[src/rtl/clk_gate_ctrl.sv]
// Idle-detect clock-gating controller: drives the clk_gating enable, drops it after a
// programmable idle run and restores it with a settle window before reporting ready.
module clk_gate_ctrl #(
   parameter int IDLE_CYCLES = 16,
   parameter int WAKE_CYCLES = 2,
   parameter int CNT_W       = 8
) (
   input  logic        clk_in,
   input  logic        rst_n,
   input  logic        cfg_auto,
   input  logic        activity,
   input  logic        wake_req,
   output logic        gate_en,
   output logic        clk_ready,
   output logic        gated,
   output logic [15:0] gate_cnt
);

   typedef enum logic [1:0] {
      ST_WAKE  = 2'd0,
      ST_RUN   = 2'd1,
      ST_DRAIN = 2'd2,
      ST_GATED = 2'd3
   } state_t;

   localparam logic [CNT_W-1:0] IDLE_LAST = CNT_W'(IDLE_CYCLES - 1);
   localparam logic [CNT_W-1:0] WAKE_LAST = CNT_W'(WAKE_CYCLES - 1);

   state_t           state;
   state_t           state_next;
   logic [CNT_W-1:0] idle_cnt;
   logic [CNT_W-1:0] wake_cnt;
   logic             wake;
   logic             idle;

   assign wake = ~cfg_auto | activity | wake_req;
   assign idle = ~wake;

   always_ff @(posedge clk_in or negedge rst_n) begin
      if (!rst_n) begin
         state <= ST_WAKE;
      end else begin
         state <= state_next;
      end
   end

   // A wake sequence always runs to completion; inputs are only looked at in RUN, DRAIN and GATED.
   always_comb begin
      state_next = state;
      case (state)
         ST_WAKE: begin
            if (wake_cnt == WAKE_LAST) begin
               state_next = ST_RUN;
            end
         end
         ST_RUN: begin
            if (idle && (idle_cnt == IDLE_LAST)) begin
               state_next = ST_DRAIN;
            end
         end
         ST_DRAIN: begin
            state_next = wake ? ST_RUN : ST_GATED;
         end
         ST_GATED: begin
            if (wake) begin
               state_next = ST_WAKE;
            end
         end
         default: state_next = ST_WAKE;
      endcase
   end

   // Outputs depend only on the state register, so gate_en changes only at clk_in edges.
   always_comb begin
      gate_en   = 1'b1;
      clk_ready = 1'b0;
      gated     = 1'b0;
      case (state)
         ST_WAKE:  begin
            gate_en   = 1'b1;
            clk_ready = 1'b0;
         end
         ST_RUN:   begin
            gate_en   = 1'b1;
            clk_ready = 1'b1;
         end
         ST_DRAIN: begin
            gate_en   = 1'b1;
            clk_ready = 1'b0;
         end
         ST_GATED: begin
            gate_en   = 1'b0;
            gated     = 1'b1;
         end
         default:  begin
            gate_en   = 1'b1;
            clk_ready = 1'b0;
         end
      endcase
   end

   always_ff @(posedge clk_in or negedge rst_n) begin
      if (!rst_n) begin
         idle_cnt <= '0;
      end else if ((state == ST_RUN) && idle && (idle_cnt != IDLE_LAST)) begin
         idle_cnt <= idle_cnt + 1'b1;
      end else begin
         idle_cnt <= '0;
      end
   end

   always_ff @(posedge clk_in or negedge rst_n) begin
      if (!rst_n) begin
         wake_cnt <= '0;
      end else if ((state == ST_WAKE) && (wake_cnt != WAKE_LAST)) begin
         wake_cnt <= wake_cnt + 1'b1;
      end else begin
         wake_cnt <= '0;
      end
   end

   // Counts completed DRAIN->GATED transitions; sticks at all-ones until reset.
   always_ff @(posedge clk_in or negedge rst_n) begin
      if (!rst_n) begin
         gate_cnt <= '0;
      end else if ((state == ST_DRAIN) && !wake && (gate_cnt != 16'hFFFF)) begin
         gate_cnt <= gate_cnt + 16'd1;
      end
   end

endmodule

[config.mk]
export PLATFORM = sky130hd
export DESIGN_NAME = clk_gate_ctrl
export DESIGN_NICKNAME = d
export VERILOG_FILES = /design/src/rtl/clk_gate_ctrl.sv
export SDC_FILE = /design/constraint.sdc
export NUM_CORES = 1
export LEC_CHECK = 0
export CAP_MARGIN = 20
export CORE_ASPECT_RATIO = 0.7
export CORE_UTILIZATION = 35
export DETAILED_ROUTE_END_ITERATION = 10
export DONT_BUFFER_PORTS = 1
export PLACE_DENSITY = 0.5
export SLEW_MARGIN = 40
export SYNTH_ARGS = -nofsm -noshare
export SYNTH_HDL_FRONTEND = slang
export SYNTH_SLANG_ARGS = --single-unit
[constraint.sdc]
create_clock -name clk_in -period 1.9 [get_ports clk_in]
set_clock_uncertainty 0.05 [all_clocks]
set_input_delay 0.19 -clock clk_in [delete_from_list [all_inputs] [get_ports clk_in]]
set_output_delay 0.19 -clock clk_in [all_outputs]
set_load 0.02 [all_outputs]
==> results of run 1 <==
-- state kept, by name, indices dropped and copies added, names as in the netlist --
| name | flops |
|---|---|
| gate_cnt | 16 |
| idle_cnt | 8 |
| state | 2 |
| wake_cnt | 8 |
-- path summary, 6_finish.rpt --
path                                    startpoint                  endpoint  slack [ns]  cells past startpoint
min in group asynchronous                    rst_n  gate_cnt[10]$_DFFE_PN0P_        0.31                      2
min reg2reg                  idle_cnt[0]$_DFF_PN0_     idle_cnt[0]$_DFF_PN0_        0.41                      1
max                        gate_cnt[0]$_DFFE_PN0P_  gate_cnt[13]$_DFFE_PN0P_        0.15                      5
max in group asynchronous                    rst_n   gate_cnt[7]$_DFFE_PN0P_        1.31                      2
max reg2reg                gate_cnt[0]$_DFFE_PN0P_  gate_cnt[13]$_DFFE_PN0P_        0.15                      5
min                                       wake_req      state[1]$_DFFE_PN0P_        0.08                      2
-- cells by family after synthesis --
group,Yosys count
AOI/OAI and AO/OA,9
xor gates and xnor gates,24
adders and majority gates,4
buffers and inverters,8
DFF,34
muxes,4
and+or+nand+nor,74
-- per-layer routing --
| metal | global-route usage, % | vias up | part of all wire [%] |
|---|---|---|---|
| met5 | 0 | - | 0 |
| met4 | 3.63 | 0 | 0.51 |
| met3 | 5.52 | 2 | 6.1 |
| met2 | 23.0 | 21 | 43 |
| met1 | 20.3 | 581 | 51 |
| li1 | - | 598 | - |
-- through the flow --
stage	hold slack [ns]	cell area [um^2]	setup WS [ns]	total power [mW]	util, %
after floorplan	-0.156	1690	0.0776	0.759	-
after global placement	-0.154	1890	0.186	0.764	42.1
after detailed placement	-0.155	1890	0.180	0.764	42.1
after CTS	0.0674	2010	0.168	1.35	44.8
after global routing	0.0657	2010	0.0737	1.39	44.8
final	0.0752	2010	0.146	1.33	44.8
-- power by group through the flow --
stage / combinational (mW) / sequential, mW / clock (mW)
finish: 0.0396 / 0.731 / 0.556
global route: 0.0460 / 0.731 / 0.613
CTS: 0.0420 / 0.730 / 0.574
detailed placement: 0.0196 / 0.745 / 0
global placement: 0.0194 / 0.745 / 0
floorplan: 0.0147 / 0.744 / 0
-- area by class of cell --
type / instances / area, um^2 / share of cell area, %
Inverter: 5 / 18.8 / 0.935
Clock buffer: 7 / 86.3 / 4.30
Sequential cell: 34 / 851 / 42.4
Tap cell: 55 / 68.8 / 3.43
Timing Repair Buffer: 20 / 165 / 8.22
Multi-Input combinational cell: 115 / 813 / 40.5
Clock inverter: 1 / 5.00 / 0.249
-- placed cells by master, fill, tap and decap left out, types with 3 or more instances in the layout --
master,n
dfrtp_1,34
nor2_1,19
buf_4,18
xor2_1,17
nand3_1,13
nand2_1,10
nor3_1,9
xnor2_1,7
clkbuf_8,6
inv_1,5
and3_1,4
ha_1,4
a31oi_1,3
==> results.cfg, run 1 <==
[power]
power.share.sequential_pct = 55.1
vdd_ir_drop_max_v = 0.000285
power.leakage_nw = 0.973
p_per_area_nw_per_um2 = 661
intPower_mw = 1.03
clockPowerShare_pct = 41.9
p_comb_share_pct = 3.0
p_sw_mw = 0.293
swShare_pct = 22.1

[logic_synthesis]
synth_xor_area_share_pct = 12.4
synthCells = 157
synthMuxAreaShare_pct = 2.73
yosys.area_share.simple_pct = 26.0
synth_adder_area_share_pct = 2.95
synth_most_common_cell = dfrtp_1
synth_seq_cells = 34
ys_types = 37
yosysTopAreaCellShare_pct = 50.2
synth_top_family_by_area = simple AND/OR/NAND/NOR gates
async_flop_share_pct = 100
ys_seq_area_share_pct = 50.2
yosys-top-cells-area = dfrtp_1 50%, xor2_1 8.8%, nor2_1 4.2%
synth_edf_count = 0
synth.avg_cell_area_um2 = 10.8
yosysWarnings = 0
syn_area_um2 = 1690
syn_nets = 166
yosys.area.top_type = dfrtp_1
synth_top_flop_cell = dfrtp_1
ys_top_cells_by_count = 34 x dfrtp_1, 19 x nor2_1, 17 x xor2_1
synth_compound_area_share_pct = 3.91

[timing]
slew_headroom_pct = 65.2
maxSlewViolCount = 0
fmax_ghz = 0.570
tightest_slew_ns = 0.517
final_hold_viol_count = 0
setup-tns-final_ns = 0
grt_setup_unrepaired = false
setup_viol = 0
layout_min_cycle_time_ns = 1.75
timing.final.crit_share_pct = 92.3

[run_status]
status = finished clean

[detailed_routing]
drc = 0
drtPass1Iterations = 4
viasPerCell = 5.07
wirelength_um = 3360
drt-initial-drc-count = 60
vias = 1202
wl_per_cell_um = 14.2
antenna_left = 0

[clocking]
cts_sinks = 34
cts_tree = yes
post_cts_buffers = 0
post_cts_resized = 0
holdBufCountCts = 2
clk-insertion-delay-late_ns = 0.28
cts.clk_slew.worst_paths_ns = 0.08
clock-root-buffer = clkbuf_8
numCtsBuffers = 5
cts_max_path_buffers = 2
htreeDepth = 2

[critical_path]
cp_max_fo = 5
start_kind = register
crit_arrival_ns = 1.86
cp_num_buf_inv = 1
critPathRequiredTime_ns = 2.00
critical_path.top_delay_family = simple AND/OR/NAND/NOR gates
cp_cell_sequence = buf_4 > and4_1 > nand4_2 > a2111oi_0 > mux2i_1
crit_type = reg2reg
cp-end-kind = register
critPathMaxStageDelay_ns = 0.46
slowest_stage = a2111oi_0

[worst_hold_path]
hold_class = in2reg

[global_routing]
antenna_found_initial = 0
grt_usage_pct = 15.0
grt-ovfl-total = 0
grt_pass1_vias = 1235
grt_pass1_wl_um = 5840
grt_start_max_net_pins = 35

[floorplanning]
die_w_um = 85.2
dieHeight_um = 60.2
initial_core_util_pct = 37.8
num_rows = 20
io_pins = 24
die-area_um2 = 5130
core_um2 = 4480

[job]
cap_violations = 0

[place]
gp_congestion = 0.803
dp.cells = 227
io_buffers = 0
place_hpwl_um = 2390

[cells_and_area]
syn_to_final_growth_pct = 18.5
nFillCells = 423
fin_nets = 190
drive_gt1_share_pct = 20.3
antenna_cells = 0
fin_cells = 237
(Power assumes the default switching activity.)
==> inputs of run 2 (changes only) <==
--- a/config.mk
+++ b/config.mk
@@ -10,7 +10,7 @@
 export CORE_UTILIZATION = 35
 export DETAILED_ROUTE_END_ITERATION = 10
 export DONT_BUFFER_PORTS = 1
-export PLACE_DENSITY = 0.5
+export PLACE_DENSITY = 0.49
 export SLEW_MARGIN = 40
 export SYNTH_ARGS = -nofsm -noshare
 export SYNTH_HDL_FRONTEND = slang
==> run 2 against run 1 <==
  * Routed wire length grew 0.80%
  * Worst setup slack lost 0.012 ns
  * Non-clock buffer count grew 1
  * Sequential share of layout area grew 0.16 points
  * Combinational power grew 2%
  * Worst hold slack gained 0.13 ns
  * Clock power shrank 12%
  * Maximum frequency shrank 0.65%
  * Final cell count is the same
  * Global-route usage shrank 0.35 points
  * Register-to-register slack is essentially flat
  * Critical path type unchanged
  * Critical endpoint unchanged
  * Largest power group unchanged
==> results.cfg, run 2 (synthesis gave the netlist of run 1 again) <==
[floorplanning]
dieHeight_um = 60.2
io_pins = 24
core_um2 = 4480
die-area_um2 = 5130
initial_core_util_pct = 37.8
num_rows = 20
die_w_um = 85.2

[detailed_routing]
antenna_left = 0
drtPass1Iterations = 4
drc = 0
drt-initial-drc-count = 54
vias = 1213
wl_per_cell_um = 14.3
viasPerCell = 5.12
wirelength_um = 3390

[cells_and_area]
antenna_cells = 0
top_regs = gate_cnt x16, idle_cnt x8, wake_cnt x8
syn_to_final_growth_pct = 18.1
layout_commonest_cell = dfrtp_1
post-route-util_pct = 44.7
mostFrequentLayoutCells = 34 x dfrtp_1, 19 x nor2_1, 19 x buf_4
final_area_um2 = 2000
largest_register_ffs = 16
fin_nets = 191
largest-register = gate_cnt
drive_gt1_share_pct = 19.8
nFillCells = 435

[timing]
setup_viol = 0
timing.final.crit_share_pct = 92.9
final_hold_viol_count = 0
slew_headroom_pct = 64.6
fin_ws_ns = 0.134
setup-tns-final_ns = 0
grt_setup_unrepaired = false
maxSlewViolCount = 0
layout_min_cycle_time_ns = 1.77
fmax_ghz = 0.566
tightest_slew_ns = 0.527

[worst_hold_path]
hold_depth = 3
hold_class = in2reg

[clocking]
cts.clk_slew.worst_paths_ns = 0.07
htreeDepth = 2
cts_sinks = 34
post_cts_buffers = 0
clock-root-buffer = clkbuf_8
numCtsBuffers = 5
cts_max_path_buffers = 2
cts_tree = yes
clk-insertion-delay-late_ns = 0.27

[power]
p_per_area_nw_per_um2 = 631
p_sw_mw = 0.269
swShare_pct = 21.3
power.leakage_nw = 0.968
clockPowerShare_pct = 38.9
vdd_ir_drop_max_v = 0.000336
intPower_mw = 0.994
power.share.sequential_pct = 57.9
p_comb_share_pct = 3.2
finalPower_mw = 1.26

[global_routing]
antenna_found_initial = 0
grt_pass1_vias = 1188
grt_pass1_wl_um = 5660
grt-ovfl-total = 0
grt_start_max_net_pins = 35
grt_usage_pct = 14.7

[critical_path]
start_kind = register
cp-end-kind = register
critPathMaxStageDelay_ns = 0.46
slowest_stage = a2111oi_0
critical_path.top_delay_family = simple AND/OR/NAND/NOR gates
cp_num_buf_inv = 1
cp_max_fo = 5
cp_cell_sequence = buf_4 > and4_1 > nand4_2 > a2111oi_0 > mux2i_1
crit_arrival_ns = 1.86
crit_type = reg2reg
critPathRequiredTime_ns = 1.99
path_depth = 5
rr_worst_depth = 5

[place]
dp_slack_ns = 0.191
gp_congestion = 0.756
place_area_um2 = 1890
place_hpwl_um = 2490
io_buffers = 0

[run_status]
status = finished clean

[job]
cap_violations = 0
[run 2: timing repair]
| item | 4_1_cts | 5_1_grt |
|---|---|---|
| setup endpoints to repair | 0 | 0 |
| hold buffers | 2 | 0 |
| gates resized for setup | 0 | 0 |
| endpoints found under the hold margin | 34 | 0 |
[run 2: power by group through the flow]
stage          clock, mW  sequential (mW)  combinational [mW]
2_1_floorplan          0            0.744              0.0147
3_3_place_gp           0            0.745              0.0207
3_5_place_dp           0            0.745              0.0207
4_1_cts            0.508            0.731              0.0425
5_1_grt            0.544            0.731              0.0466
6_report           0.491            0.731              0.0405
[run 2: worst paths after layout]
path                                         startpoint                       end  slack, ns
worst max-delay path            gate_cnt[1]$_DFFE_PN0P_  gate_cnt[13]$_DFFE_PN0P_       0.13
worst min-delay path                           activity      state[1]$_DFFE_PN0P_       0.20
worst max register to register  gate_cnt[1]$_DFFE_PN0P_  gate_cnt[13]$_DFFE_PN0P_       0.13
worst min register to register    idle_cnt[0]$_DFF_PN0_     idle_cnt[0]$_DFF_PN0_       0.41
max in group asynchronous                         rst_n     wake_cnt[7]$_DFF_PN0_       1.31
min in group asynchronous                         rst_n  gate_cnt[11]$_DFFE_PN0P_       0.31
[run 2: area by class of cell]
class,count,area [um^2],area share (%)
clock buffers,7,76.3,3.81
inverters,5,18.8,0.938
multi-input cells,115,813,40.7
flip-flops and latches,34,851,42.5
well taps,55,68.8,3.44
repair buffers,21,173,8.63
[run 2: worst register-to-register path, cell delays in order, from the launching register on]
cell,delay [ns]
dfrtp_1,0.35
buf_4,0.16
and4_1,0.27
nand4_2,0.21
a2111oi_0,0.46
mux2i_1,0.13
[run 2: per-stage QoR]
step,hold WS [ns],std cells
final,0.201,237
after global routing,0.189,237
after CTS,0.193,237
after detailed placement,-0.154,228
after global placement,-0.155,228
after floorplan,-0.156,157
[run 2: per-layer routing]
metal | GRT usage (%) | up-vias | share of wire (%) | routed length [um]
met5 | 0 | - | 0 | 0
met4 | 5.08 | 0 | 1.6 | 53
met3 | 6.08 | 6 | 5.3 | 178
met2 | 21.3 | 20 | 40 | 1370
met1 | 19.7 | 591 | 53 | 1790
li1 | - | 596 | - | -
==> inputs of run 3 (changes only) <==
--- a/config.mk
+++ b/config.mk
@@ -10,7 +10,7 @@
 export CORE_UTILIZATION = 35
 export DETAILED_ROUTE_END_ITERATION = 10
 export DONT_BUFFER_PORTS = 1
-export PLACE_DENSITY = 0.49
+export PLACE_DENSITY_LB_ADDON = 0.12
 export SLEW_MARGIN = 40
 export SYNTH_ARGS = -nofsm -noshare
 export SYNTH_HDL_FRONTEND = slang
==> run 3 against run 2 <==
  * Global-route usage rose by 0.76 points
  * Non-clock buffer count did not move
  * First-iteration DRC count fell by 28%
  * Utilization rose by 0.45 points
  * Maximum frequency fell by 0.48%
  * Largest power group unchanged
  * Highest routed layer unchanged
==> results.cfg, run 3 (synthesis gave the netlist of run 1 again) <==
[run_status]
status = finished clean

[floorplanning]
die_w_um = 85.2
io_pins = 24
dieHeight_um = 60.2
core_um2 = 4480
initial_core_util_pct = 37.8
num_rows = 20
die-area_um2 = 5130

[worst_hold_path]
min_from = wake_req
hold_class = in2reg

[place]
gp_congestion = 0.801
io_buffers = 0
place_hpwl_um = 2440

[detailed_routing]
drtPass1Iterations = 4
antenna_left = 0
viasPerCell = 4.98
drc = 0
wirelength_um = 3370
wl_per_cell_um = 14.2
drt-initial-drc-count = 39
vias = 1185

[cells_and_area]
syn_to_final_growth_pct = 19.3
mostFrequentLayoutCells = 34 x dfrtp_1, 19 x nor2_1, 19 x buf_4
fin_nets = 191
largest_register_ffs = 16
largest-register = gate_cnt
layout_commonest_cell = dfrtp_1
antenna_cells = 0
nFillCells = 415
drive_gt1_share_pct = 21.3
top_regs = gate_cnt x16, idle_cnt x8, wake_cnt x8

[global_routing]
grt_usage_pct = 15.4
grt_pass1_wl_um = 5800
grt_start_max_net_pins = 35
grt-ovfl-total = 0
antenna_found_initial = 0
grt_pass1_vias = 1164

[critical_path]
r2r_setup_slack_ns = 0.13
setup.worst_path.start = gate_cnt[0]$_DFFE_PN0P_
cp_max_fo = 5
crit_arrival_ns = 1.89
crit_type = reg2reg
start_kind = register
cp-end-kind = register
critPathRequiredTime_ns = 2.02
r2r_start = gate_cnt[0]$_DFFE_PN0P_

[clocking]
cts_sinks = 34
numCtsBuffers = 5
cts_max_path_buffers = 2
clk-insertion-delay-late_ns = 0.29
htreeDepth = 2
cts_tree = yes
clock-root-buffer = clkbuf_8
cts.clk_slew.worst_paths_ns = 0.07

[timing]
final_hold_viol_count = 0
maxSlewViolCount = 0
setup_viol = 0
hold_slack_ns = 0.0618
tightest_slew_ns = 0.499
fmax_ghz = 0.564
grt_setup_unrepaired = false
setup-tns-final_ns = 0
timing.final.crit_share_pct = 93.4
slew_headroom_pct = 66.4
layout_min_cycle_time_ns = 1.77

[power]
finalPower_mw = 1.32
power.leakage_nw = 0.978
p_per_area_nw_per_um2 = 652
vdd_ir_drop_max_v = 0.000399

[job]
cap_violations = 0
## run 3: metrics by stage
step	utilization, %	cell area (um^2)	setup WS (ns)	cells
floorplan	-	1690	0.0776	157
global placement	42.0	1880	0.214	226
finish	45.1	2020	0.126	238
global route	45.1	2020	0.0000369	238
detailed placement	42.0	1880	0.0748	226
CTS	44.7	2000	0.0571	236
## run 3: cell type report
type                       count  area (um^2)  share of cell area, %
sequential                    34          851                   42.1
multi-input combinational    115          818                   40.5
timing repair buffer          21          173                   8.54
clock buffer                   7         86.3                   4.27
tap                           55         68.8                   3.41
inverter                       5         18.8                  0.929
clock inverter                 1         5.00                  0.248
## run 3: what timing repair did
action	4_1_cts	5_1_grt
setup buffers	0	2
endpoints found under the hold margin	34	0
resized for setup	0	1
hold buffers	2	0
endpoints found under the setup margin	0	1
## run 3: worst max-delay path: stages (launching register included)
cell,delay [ns]
dfrtp_1,0.37
ha_1,0.25
nand3_2,0.15
nor4b_4,0.43
nor2_2,0.10
mux2_4,0.31
## run 3: final timing paths
| check | end | cells after the start |
|---|---|---|
| min | state[1]$_DFFE_PN0P_ | 2 |
| max in group asynchronous | idle_cnt[4]$_DFF_PN0_ | 2 |
| min reg2reg | idle_cnt[0]$_DFF_PN0_ | 1 |
| max | gate_cnt[1]$_DFFE_PN0P_ | 5 |
| min in group asynchronous | gate_cnt[9]$_DFFE_PN0P_ | 2 |
| max reg2reg | gate_cnt[1]$_DFFE_PN0P_ | 5 |
## run 3: routing by layer
| layer | GRT usage (%) | share of wire [%] | vias to the layer above |
|---|---|---|---|
| met5 | 0 | 0 | - |
| met4 | 7.26 | 1.8 | 0 |
| met3 | 5.94 | 4.9 | 8 |
| met2 | 21.0 | 41 | 18 |
| met1 | 21.4 | 53 | 563 |
| li1 | - | - | 596 |
## run 3: report_power, final
group,leakage (nW),internal (mW),total (mW),switching (mW)
clock network,0.0482,0.292,0.548,0.256
registers,0.459,0.727,0.731,0.00412
logic,0.471,0.0137,0.0393,0.0255
total,0.978,1.03,1.32,0.285
